$ cat src/rtl/pulse_pkg.sv
// Shared types and defaults for the pulse generate/shape/measure blocks.
// Optional timeout in pulse_measure: PULSE_MEASURE_TIMEOUT_EN.
package pulse_pkg;

  localparam int PULSE_CNT_W_DEF = 32;

  typedef enum logic [1:0] {
    IDLE,
    WAIT_RISE,
    HIGH,
    LOW
  } pulse_meas_state_t;

endpackage

$ cat src/rtl/pulse_edge_det.sv
// Registered-history edge detector for a clk-synchronous pulse.
// Optional timeout in pulse_measure: PULSE_MEASURE_TIMEOUT_EN.
module pulse_edge_det (
  input  logic clk,
  input  logic clr,
  input  logic pulse_in,
  output logic rise,
  output logic fall
);

  logic pulse_d;

  // Clearing to 1 hides a pulse already high when measuring starts.
  always_ff @(posedge clk) begin
    if (clr) pulse_d <= 1'b1;
    else     pulse_d <= pulse_in;
  end

  assign rise = pulse_in & ~pulse_d;
  assign fall = ~pulse_in & pulse_d;

endmodule

$ cat src/rtl/pulse_measure.sv
// Measures high width and rise-to-rise period of a synchronous pulse.
// Optional edge-gap timeout: define PULSE_MEASURE_TIMEOUT_EN.
module pulse_measure
  import pulse_pkg::*;
#(
  parameter int CNT_W  = PULSE_CNT_W_DEF,
  parameter int PCNT_W = 16
) (
  input  logic              clk,
  input  logic              rst,
  input  logic              pulse_in,
  input  logic              meas_en,
`ifdef PULSE_MEASURE_TIMEOUT_EN
  input  logic [CNT_W-1:0]  timeout_num,
  output logic              timeout,
`endif
  output logic [CNT_W-1:0]  width_out,
  output logic              width_vld,
  output logic [CNT_W-1:0]  period_out,
  output logic              period_vld,
  output logic [PCNT_W-1:0] pulse_cnt,
  output logic              ovf
);

  localparam logic [CNT_W-1:0] ONE = CNT_W'(1);

  pulse_meas_state_t state;

  logic             rise;
  logic             fall;
  logic [CNT_W-1:0] width_cnt;
  logic [CNT_W-1:0] period_cnt;
  logic [CNT_W-1:0] w_inc;
  logic [CNT_W-1:0] p_inc;
  logic             w_full;
  logic             p_full;

  pulse_edge_det u_edge (
    .clk      (clk),
    .clr      (rst | ~meas_en),
    .pulse_in (pulse_in),
    .rise     (rise),
    .fall     (fall)
  );

  // Counters park at all-ones; any further step flags overflow.
  assign w_full = &width_cnt;
  assign p_full = &period_cnt;
  assign w_inc  = w_full ? width_cnt : width_cnt + ONE;
  assign p_inc  = p_full ? period_cnt : period_cnt + ONE;

`ifdef PULSE_MEASURE_TIMEOUT_EN
  logic [CNT_W-1:0] gap_cnt;
  logic [CNT_W-1:0] gap_nxt;
  logic             gap_hit;

  assign gap_nxt = (&gap_cnt) ? gap_cnt : gap_cnt + ONE;
  assign gap_hit = (timeout_num != '0)
                 && (state != IDLE)
                 && !(rise | fall)
                 && !(&gap_cnt)
                 && (gap_nxt == timeout_num);
`endif

  always_ff @(posedge clk) begin
    if (rst) begin
      state      <= IDLE;
      width_cnt  <= '0;
      period_cnt <= '0;
      width_out  <= '0;
      period_out <= '0;
      width_vld  <= 1'b0;
      period_vld <= 1'b0;
      pulse_cnt  <= '0;
      ovf        <= 1'b0;
`ifdef PULSE_MEASURE_TIMEOUT_EN
      gap_cnt    <= '0;
      timeout    <= 1'b0;
`endif
    end else if (!meas_en) begin
      state      <= IDLE;
      width_vld  <= 1'b0;
      period_vld <= 1'b0;
      ovf        <= 1'b0;
`ifdef PULSE_MEASURE_TIMEOUT_EN
      gap_cnt    <= '0;
      timeout    <= 1'b0;
`endif
    end else begin
      width_vld  <= 1'b0;
      period_vld <= 1'b0;
      unique case (state)
        IDLE: begin
          state <= WAIT_RISE;
        end
        WAIT_RISE: begin
          if (rise) begin
            width_cnt  <= ONE;
            period_cnt <= ONE;
            state      <= HIGH;
          end
        end
        HIGH: begin
          period_cnt <= p_inc;
          if (p_full) ovf <= 1'b1;
          if (fall) begin
            width_out <= width_cnt;
            width_vld <= 1'b1;
            pulse_cnt <= pulse_cnt + PCNT_W'(1);
            state     <= LOW;
          end else begin
            width_cnt <= w_inc;
            if (w_full) ovf <= 1'b1;
          end
        end
        LOW: begin
          if (rise) begin
            period_out <= period_cnt;
            period_vld <= 1'b1;
            width_cnt  <= ONE;
            period_cnt <= ONE;
            state      <= HIGH;
          end else begin
            period_cnt <= p_inc;
            if (p_full) ovf <= 1'b1;
          end
        end
        default: begin
          state <= IDLE;
        end
      endcase
`ifdef PULSE_MEASURE_TIMEOUT_EN
      // A timed-out pulse is abandoned; the next rise has no reference.
      timeout <= gap_hit;
      if (state == IDLE || rise || fall || gap_hit) gap_cnt <= '0;
      else                                          gap_cnt <= gap_nxt;
      if (gap_hit) state <= WAIT_RISE;
`endif
    end
  end

endmodule
$ cat config.mk
export PLATFORM = sky130hd
export DESIGN_NAME = pulse_measure
export DESIGN_NICKNAME = d
export VERILOG_FILES = /design/src/rtl/pulse_pkg.sv /design/src/rtl/pulse_edge_det.sv /design/src/rtl/pulse_measure.sv
export SDC_FILE = /design/constraint.sdc
export NUM_CORES = 1
export LEC_CHECK = 0
export CORE_MARGIN = 5
export CORE_UTILIZATION = 50
export DETAILED_ROUTE_END_ITERATION = 6
export GPL_TIMING_DRIVEN = 0
export PLACE_DENSITY_LB_ADDON = 0.2
export RECOVER_POWER = 50
export SYNTH_ARGS = -nofsm -noshare
export SYNTH_HDL_FRONTEND = slang
export SYNTH_SLANG_ARGS = --single-unit
$ cat constraint.sdc
create_clock -name clk -period 4.45 [get_ports clk]
set_input_delay 0.445 -clock clk [delete_from_list [all_inputs] [get_ports clk]]
set_output_delay 0.445 -clock clk [all_outputs]
set_load 0.05 [all_outputs]
==> key figures <==
Logic synthesis
  – Sequential element share of the synthesized area: 0.458
  – Post-Syn Instances: 804
  – Post-synth ARST share: 0
  – Ys flop type: dfxtp_1
  – Synth Area per Inst: 8.16 sq um
  – Flops & latches, synth: 150
  – Mapped cell area: 6560 sq um
  – Yosys warning count: 0
  – Distinct cells, synth: 52
  – EDFF count, synth: 0
  – Syn Nets: 811

Finish
  – Nets: 915
  – Area Growth Syn to Fin: 25.1%
  – # diodes: 0
  – # fillers: 1,176
  – Layout cells sized above 1: 0.0597

Route
  – Final wirelength: 17,300 um
  – Post-DRT Antenna Nets: 0
  – Vias per cell: 5.88
  – DRC Markers: 0
  – DRT iter0 DRCs: 531
  – Wire per inst: 15.8 um
  – 1st-pass router iterations: 5
  – Vias: 6,432

Pwr
  – Max VDD drop: 181 uV
  – Power consumption: 2.91 mW
  – Lkg Pwr: 2.79 nW
  – PD cells: 355 nW/um^2

Critical path
  – Worst path bufs/invs: 2
  – Setup crit end kind: register
  – Crit path kind: register to register
  – Crit-path slowest cell: nor4_1
  – Family with the most delay on the worst path: simple AND/OR/NAND/NOR gates
  – Critical Path, Cell by Cell: and4_1 -> nand4_1 -> nor4_1 -> clkbuf_1 -> buf_4 -> o21ai_0 -> a21oi_1
  – Startpoint types: register
  – Worst path required time: 4800 ps
  – Crit Path Max Fanout: 10
  – Delay of the slowest critical-path stage: 940 ps
  – Crit path DAT: 3280 ps

Clock tree
  – Clock-pin slew on the worst setup and hold paths: 60 ps
  – Total CTS buffers: 17
  – Setup bufs post-CTS: 0
  – CTS tree: built
  – Post-cts resize count: 0
  – CTS Sinks: 150
  – Number of H-tree levels: 4
  – Clock Latency Late Sink: 420 ps
  – Hold-fix buffers, CTS: 0
  – Clock root cell: clkbuf_16
  – Longest Clk Path Bufs: 2

STA
  – Final setup viols: 0
  – Relative slew margins: 0.304
  – Pins Over Slew Limit: 0
  – Hold Fails Final Rpt: 0
  – Fin crit share: 0.659
  – Fmax: 341 MHz
  – RSZ-0062 raised after global routing: false
  – TNS Setup: 0 ps
  – Slew of the pin with the lowest slew margin: 1030 ps
  – Crit path time final: 2930 ps
  – Post-Route Skew: 12.0 ps

Floorplan
  – Core footprint: 12,700 sq um
  – Starting Density: 0.516
  – Die Area: 15,500 sq um
  – Die height: 125 um
  – FP Rows: 41
  – I/O Pins: 87
  – Die width: 125 um

Placed design
  – GP Congestion: 0.890
  – IO buf count: 85
  – Post-DP HPWL: 12,500 um

Run
  – Max-Cap Viols: 0

Hold path
  – Worst min-delay path class: register to register

Status
  – Status: completed

Global route
  – Global-route wire length before repair: 29,200 um
  – Antenna violations before repair: 0
  – Largest net degree at the start of global routing: 17
  – Vias in the first global route: 5,947
  – GR Util All Layers: 0.223
  – GR Overflow Total: 0
cell usage in the layout, fill, tap and decap left out, types with 3 or more instances in the layout:
cell type and count:
a21oi_1 121, a31o_2 3, a31oi_1 3, and2_1 4, and3_1 7, and4_1 12
buf_1 4, buf_2 3, buf_4 4, bufinv_16 4, clkbuf_1 32, clkbuf_16 17
clkinv_2 5, dfxtp_1 150, dlygate4sd3_1 83, ha_1 3, inv_1 8, mux2i_1 3
nand2_1 175, nand2b_1 6, nand3_1 27, nand4_1 33, nor2_1 29, nor3_1 10
nor4_1 8, o211ai_1 7, o21ai_0 28, o31ai_1 27, or3_1 26, or4_1 31
xnor2_1 9, xor2_1 5
worst paths after layout:
check | startpoint | to | slack (ps) | depth (start not counted)
worst min-delay path | width_out[17]$_SDFFE_PP0P_ | width_out[17]$_SDFFE_PP0P_ | 450 | 2
worst max-delay path | period_cnt[5]$_SDFFE_PP0P_ | period_cnt[13]$_SDFFE_PP0P_ | 1520 | 7
worst min register to register | width_out[17]$_SDFFE_PP0P_ | width_out[17]$_SDFFE_PP0P_ | 450 | 2
worst max register to register | period_cnt[5]$_SDFFE_PP0P_ | period_cnt[13]$_SDFFE_PP0P_ | 1520 | 7
logic make-up after synthesis:
kind of cell | Yosys count | share of synthesized area
mux | 3 | 0.00458
fa+ha+maj | 3 | 0.00572
buf+inv | 53 | 0.0368
compound gates | 199 | 0.174
simple gates | 382 | 0.303
xor+xnor | 14 | 0.0187
flops | 150 | 0.458
state kept, by name, summed over array words and instances (netlist names):
name and cells:
width_vld 1, state 2, period_out 32, pulse_cnt 16
width_out 32, u_edge.pulse_d 1, ovf 1, period_vld 1
period_cnt 32, width_cnt 32
synth_stat cells (all sizes together) (27+ instances only):
cell type / instances / area, sq um
clkbuf: 29 / 109
or4: 31 / 233
o31ai: 27 / 203
o21ai: 28 / 140
nand4: 34 / 249
dfxtp: 150 / 3000
a21oi: 121 / 606
nor2: 29 / 109
nand2: 175 / 657
or3: 27 / 170
nand3: 27 / 135
per-layer routing:
| layer | GRT usage | part of all wire | up-vias |
|---|---|---|---|
| li1 | - | - | 3133 |
| met1 | 0.311 | 0.46 | 3042 |
| met2 | 0.335 | 0.45 | 236 |
| met3 | 0.0532 | 0.070 | 21 |
| met4 | 0.0838 | 0.018 | 0 |
| met5 | 0 | 0 | - |
per-stage QoR:
step	worst slack [ps]	util	instances	hold slack, ps	instance area [sq um]
after CTS	1940	0.649	1093	454	8260
after floorplan	2450	-	804	449	6560
final	1520	0.645	1093	449	8200
after detailed placement	1500	0.599	1061	446	7620
after global routing	1410	0.645	1093	469	8200
after global placement	1530	0.599	1061	443	7620
power by group:
| group | switching (mW) | internal (mW) | total [mW] |
|---|---|---|---|
| combinational | 0.0380 | 0.00882 | 0.0468 |
| sequential | 0.00143 | 1.34 | 1.35 |
| clock | 0.555 | 0.965 | 1.52 |
| total | 0.594 | 2.32 | 2.91 |
area by class of cell:
cell class / instances / area [sq um] / area share
Multi-Input combinational cell: 601 / 3280 / 0.400
Clock inverter: 13 / 178 / 0.0217
Clock buffer: 19 / 453 / 0.0552
Buffer: 44 / 191 / 0.0233
Inverter: 9 / 33.8 / 0.00412
Sequential cell: 150 / 3000 / 0.366
Timing Repair Buffer: 85 / 851 / 0.104
Tap cell: 172 / 215 / 0.0262
tightest hold or removal path: stages, from the launching register on:
cell and delay [ps]:
dfxtp_1 300, nand2_1 50, a21oi_1 50
No activity file was read; power rests on OpenSTA's default activity.
